==> config.mk <==
export PLATFORM = sky130hd
export DESIGN_NAME = xf100_ifu_exu_fifo
export DESIGN_NICKNAME = d
export VERILOG_FILES = /design/src/rtl/xf100_ifu_exu_fifo.sv
export SDC_FILE = /design/constraint.sdc
export NUM_CORES = 1
export LEC_CHECK = 0
export CAP_MARGIN = 25
export CORE_MARGIN = 5
export CORE_UTILIZATION = 50
export CTS_CLUSTER_DIAMETER = 40
export DETAILED_ROUTE_END_ITERATION = 12
export GPL_TIMING_DRIVEN = 0
export PLACE_DENSITY_LB_ADDON = 0.2
export SETUP_SLACK_MARGIN = 0.02
export SLEW_MARGIN = 20
export SYNTH_ARGS = -nofsm -noshare
export SYNTH_HDL_FRONTEND = slang
export SYNTH_SLANG_ARGS = --single-unit
==> constraint.sdc <==
create_clock -name clk -period 15.5 [get_ports clk]
set_clock_uncertainty 0.15 [all_clocks]
set_input_delay 1.55 -clock clk [delete_from_list [all_inputs] [get_ports clk]]
set_output_delay 1.55 -clock clk [all_outputs]
set_load 0.01 [all_outputs]
==> src/rtl/xf100_ifu_exu_fifo.sv <==
// rtl/xf100_ifu_exu_fifo.sv - IFU-to-EXU instruction/PC decoupling queue with flush
`ifndef XF100_INSTR_SIZE
`define XF100_INSTR_SIZE 32
`endif
`ifndef XF100_PC_SIZE
`define XF100_PC_SIZE 32
`endif

module xf100_ifu_exu_fifo #(
    parameter int DEPTH_LOG2 = 2
) (
    input  logic                         clk,
    input  logic                         rst,
    input  logic                         flush_i,
    input  logic                         ifu_i_valid,
    output logic                         ifu_i_ready,
    input  logic [`XF100_INSTR_SIZE-1:0] ifu_i_instr,
    input  logic [`XF100_PC_SIZE-1:0]    ifu_i_pc,
    output logic                         exu_o_valid,
    input  logic                         exu_o_ready,
    output logic [`XF100_INSTR_SIZE-1:0] exu_o_instr,
    output logic [`XF100_PC_SIZE-1:0]    exu_o_pc,
    output logic [DEPTH_LOG2:0]          fifo_o_count
);
    localparam int IW    = `XF100_INSTR_SIZE;
    localparam int PW    = `XF100_PC_SIZE;
    localparam int DEPTH = 1 << DEPTH_LOG2;
    localparam logic [DEPTH_LOG2:0] FULL_COUNT = (DEPTH_LOG2+1)'(DEPTH);

    logic [DEPTH_LOG2-1:0] wptr_q, wptr_d;
    logic [DEPTH_LOG2-1:0] rptr_q, rptr_d;
    logic [DEPTH_LOG2:0]   count_q, count_d;
    logic [IW-1:0]         instr_q [DEPTH];
    logic [IW-1:0]         instr_d [DEPTH];
    logic [PW-1:0]         pc_q    [DEPTH];
    logic [PW-1:0]         pc_d    [DEPTH];
    logic                  push;
    logic                  pop;

    // Ready depends only on registered count and flush, never on exu_o_ready.
    assign ifu_i_ready  = (count_q != FULL_COUNT) & ~flush_i;
    assign exu_o_valid  = (count_q != '0);
    assign exu_o_instr  = instr_q[rptr_q];
    assign exu_o_pc     = pc_q[rptr_q];
    assign fifo_o_count = count_q;
    assign push         = ifu_i_valid & ifu_i_ready;
    assign pop          = exu_o_valid & exu_o_ready;

    always_comb begin
        wptr_d  = wptr_q;
        rptr_d  = rptr_q;
        count_d = count_q;
        instr_d = instr_q;
        pc_d    = pc_q;
        if (flush_i) begin
            wptr_d  = '0;
            rptr_d  = '0;
            count_d = '0;
        end else begin
            if (push) begin
                instr_d[wptr_q] = ifu_i_instr;
                pc_d[wptr_q]    = ifu_i_pc;
                wptr_d          = wptr_q + 1'b1;
            end
            if (pop) begin
                rptr_d = rptr_q + 1'b1;
            end
            case ({push, pop})
                2'b10:   count_d = count_q + 1'b1;
                2'b01:   count_d = count_q - 1'b1;
                default: count_d = count_q;
            endcase
        end
    end

    always_ff @(posedge clk or posedge rst) begin
        if (rst) begin
            wptr_q  <= '0;
            rptr_q  <= '0;
            count_q <= '0;
            for (int i = 0; i < DEPTH; i++) begin
                instr_q[i] <= '0;
                pc_q[i]    <= '0;
            end
        end else begin
            wptr_q  <= wptr_d;
            rptr_q  <= rptr_d;
            count_q <= count_d;
            instr_q <= instr_d;
            pc_q    <= pc_d;
        end
    end
endmodule

# After elaboration in Yosys (flattened, before gate mapping)
# Index checks and enable logic that the tools add are counted.
# op_classes
n_bitwise	6
n_lt_le_gt_ge	3
n_reduce_logical	6
eq_ne	3
add_sub_neg	4
n_shift	0
mul	0
mux	16
div_mod_pow	0
# op_table
cell	count
$bwmux 128	2
$mux 32	5
$bmux 32 s2	2
$demux 32 s2	1
$mux 2	4
$ge 3x3->1 const B	2
$not 2->3	2
$pmux 3 s2	1
$reduce_bool 3->1	2
$add 2x1->2 const B	2
$reduce_bool 2->1	2
$add 3x1->3 const B	1
$and 1x1->1	3
$lt 3x1->1 const B	1
$mux 3	1
$ne 3x3->1 const B	1
$sub 3x1->3 const B	1
$eq 2x1->1 const B	1
$eq 2x2->1 const B	1
$reduce_and 2->1	1
$logic_and 1x1->1	1
$not 1->1	1
# totals
latch_bits	0
output_inout_bits	69
input_bits	69
mem_bits_rw	0
mem_count	0
reg_bits	263
rom_bits	0

# Depth between registers and ports, before layout
# depth
word_depth	6
mapped_depth	8
mapped_depth_nobuf	7

# Worst setup path after synthesis
# No wires, ideal clock.
# synth_path
path_type	input -> output
startpoint	input flush_i
endpoint	output ifu_i_ready
required_ps	13800
path_stages	2
arrival_time_ps	1841
setup_slack_ps	11959
cell_sequence	buf_6 -> nor2_1
# synth_via
elab_chain_cells	2
# synth_lines
item	line	text
start: declaration	14	input logic flush_i,
$not 1->1 (no line)	n/a	
$and 1x1->1	41	assign ifu_i_ready = (count_q != FULL_COUNT) & ~flush_i;
end: declaration	16	output logic ifu_i_ready,
# No other way between the ends.

# Final worst setup path
# layout_path
startpoint	register rptr_q[1]
endpoint	output exu_o_pc[8]
# layout_via
elab_chain_cells	4
# layout_lines
item	line	text
start: declaration	31	logic [DEPTH_LOG2-1:0] rptr_q, rptr_d;
start signal: assignment	87	rptr_q <= rptr_d;
$not 2->3 (implied by the code)	44	assign exu_o_pc = pc_q[rptr_q];
$bmux 32 s2	44	
$mux 32 (implied by the code) (2 in a row)	44	
end: declaration	22	output logic [`XF100_PC_SIZE-1:0] exu_o_pc,
# No other way between the ends. The select of a mux whose other input is x is not followed.

==> results.txt <==
largest net degree at the start of global routing -> 114
number of DRC markers in iteration 0 -> 236
root buf cell -> clkbuf_16
YS warnings -> 0
CP cell instances -> buf_2 > buf_2 > buf_2 > mux4_2 > clkdlybuf4s50_1
Final min period -> 4.515 ns
number of global-route vias before repair -> 7788
worst r2r path cells -> 7
Final HPWL DP -> 18.18 mm
Clock Path Buffers -> 3
via count -> 6578
CP dominant cell by count -> buf_2
CTS H-tree lvls -> 2
Total Power -> 0.003452 W
commonest non-fill, non-tap cell in the layout -> dfrtp_1
most frequent cells in the layout -> dfrtp_1 (263), mux2_4 (240), clkdlybuf4s50_1 (136)
# rows -> 58
share of cells above drive strength 1 -> 50.45%
Seq. cell area -> 6581 µm²
max cap viols -> 0
Post-CTS Hold Buffers -> 0
top cell type's share of synthesized area -> 51.77%
Core Box Area -> 25110 µm²
I/O Pins -> 138
first-pass GRT wire length -> 44.73 mm
crit path DAT -> 2.82 ns
die height -> 169.5 µm
Rel. slew slack -> 37.04%
status -> finished clean
aggregate global routing overflow -> 0
CP startpoint kind -> register
worst slack, placed -> 11.44 ns
Largest delay share family, worst path -> buffers and inverters
Post-Syn Nets -> 740
Mapped Area -> 12710 µm²
maximum VDD drop -> 0.1230 mV
worst-path maximum fanout -> 10
fillers -> 1778
CP bufs+invs -> 4
pwr dens -> 215.5 nW/µm²
Critical Path Stages -> 5
footprint of the multi-input gates -> 5605 µm²
Post-Synthesis Cells -> 666
Synth Register Bits -> 263
first-pass detailed-route iteration total -> 4
post-route ant nets -> 0
clk slew on worst S/H paths -> 0.05 ns
Hold Path Class -> reg2reg
type of destination of the critical path -> primary output
CP Class -> reg2out
Routed WL per cell -> 22.77 µm
Seq/Total Area, Yosys -> 51.77%
fin nets -> 921
CTS tree -> done
post-CTS repair timing setup buffer count -> 0
Total GRT Usage -> 19.49%
# diodes -> 0
fmax -> 0.2215 GHz
worst-margin pin slew -> 0.9444 ns
Slew Viols, Final -> 0
antenna violations before repair -> 1
critical path's slowest cell -> clkdlybuf4s50_1
cts repair resizes -> 0
# setup viols final -> 0
IO buf count -> 136
Syn-to-layout area delta -> 25.99%
DRC violations left -> 0
crit share post-route -> 29.13%
Final Hold Vio Count -> 0
Req. time, crit path -> 13.80 ns
Total Neg Setup Slack -> 0 ns
CTS Sinks -> 263
dominant cells by area after synthesis -> dfrtp_1 (52%), mux2_4 (28%), mux4_2 (11%)
final WL -> 27.56 mm
Yosys top cell by area -> dfrtp_1
Final Wtd Congestion -> 0.8450
Final WS setup -> 10.98 ns
WHS -> 0.3502 ns
die width -> 169.5 µm
post-synthesis average cell area -> 19.09 µm²
Vias/cell -> 5.436
slowest cell delay on critical path -> 0.50 ns
Hold Path Depth -> 1
Netlist cell types -> 30
Clock Latency Late Sink -> 0.52 ns
CTS buffer count -> 41
RSZ-0062 raised after global routing -> no
Pleak -> 7.677 nW
Initial Utilization -> 50.63%
die area -> 28710 µm²
-- kinds of logic after synthesis --
logic type               after synthesis  synth area share, %
AO/OA/AOI/OAI                          5               0.3150
adder cells (fa/ha/maj)                5               0.5512
buffers and inverters                 43                4.134
flip-flops                           263                51.77
multiplexers                         322                41.27
XOR/XNOR                               4               0.2756
AND/OR/NAND/NOR                       24                1.683
-- final timing paths --
check                                                 start                     endpoint  slack [ns]
max in group asynchronous                               rst        pc_q[126]$_DFFE_PP0P_       12.59
worst min-delay path                instr_q[53]$_DFFE_PP0P_      instr_q[53]$_DFFE_PP0P_        0.35
worst max-delay path                  rptr_q[1]$_DFFE_PP0P_                  exu_o_pc[8]       10.98
worst max register to register  fifo_o_count[0]$_DFFE_PP0P_  fifo_o_count[2]$_DFFE_PP0P_       13.16
worst min register to register      instr_q[53]$_DFFE_PP0P_      instr_q[53]$_DFFE_PP0P_        0.35
min in group asynchronous                               rst         pc_q[98]$_DFFE_PP0P_        1.28
-- flip-flops by register name, indices dropped and copies added (netlist names) --
register / count
instr_q: 128
rptr_q: 2
fifo_o_count: 3
pc_q: 128
wptr_q: 2
-- layout make-up --
cell class,instances,area share [%]
Inverter,4,0.1406
Buffer,39,3.187
Clock buffer,47,6.859
Multi-Input combinational cell,360,35.00
Sequential cell,263,41.09
Tap cell,330,2.578
Timing Repair Buffer,138,8.843
Clock inverter,29,2.305
-- cells in the mapped netlist --
cell,number
dfrtp_1,263
mux2_4,240
mux4_2,64
buf_12,18
mux2_2,17
buf_2,12
buf_6,7
nor2_1,6
nand2_1,5
ha_1,4
inv_1,4
nand2_8,4
xnor2_1,3
nor3_1,2
o31ai_1,2
a311oi_1,1
buf_4,1
clkbuf_1,1
fa_1,1
mux2i_1,1
nand2b_4,1
nor2_8,1
nor2b_1,1
nor3b_4,1
nor4b_1,1
o21a_1,1
o31a_1,1
or3_1,1
or3b_1,1
xor2_1,1
-- per-stage QoR --
stage / utilization [%] / cells / cell area (µm²)
after floorplan: - / 666 / 12710
after global placement: 57.69 / 1132 / 14490
after detailed placement: 57.94 / 1134 / 14550
after CTS: 63.79 / 1210 / 16020
after global routing: 63.79 / 1210 / 16020
final: 63.79 / 1210 / 16020
-- report_power, final --
part | internal, W | switching, W
sequential | 0.00103 | 0.000202
combinational | 0.000865 | 0.000396
clock | 0.000618 | 0.000345
-- per-layer routing --
metal	up-vias	global-route usage, %	wire [µm]
met4	2	4.550	505
met5	-	0	11
met3	44	4.752	1432
met2	135	33.28	13930
met1	3526	25.47	11680
li1	2871	-	-
Power figures use the tool's default switching activity.
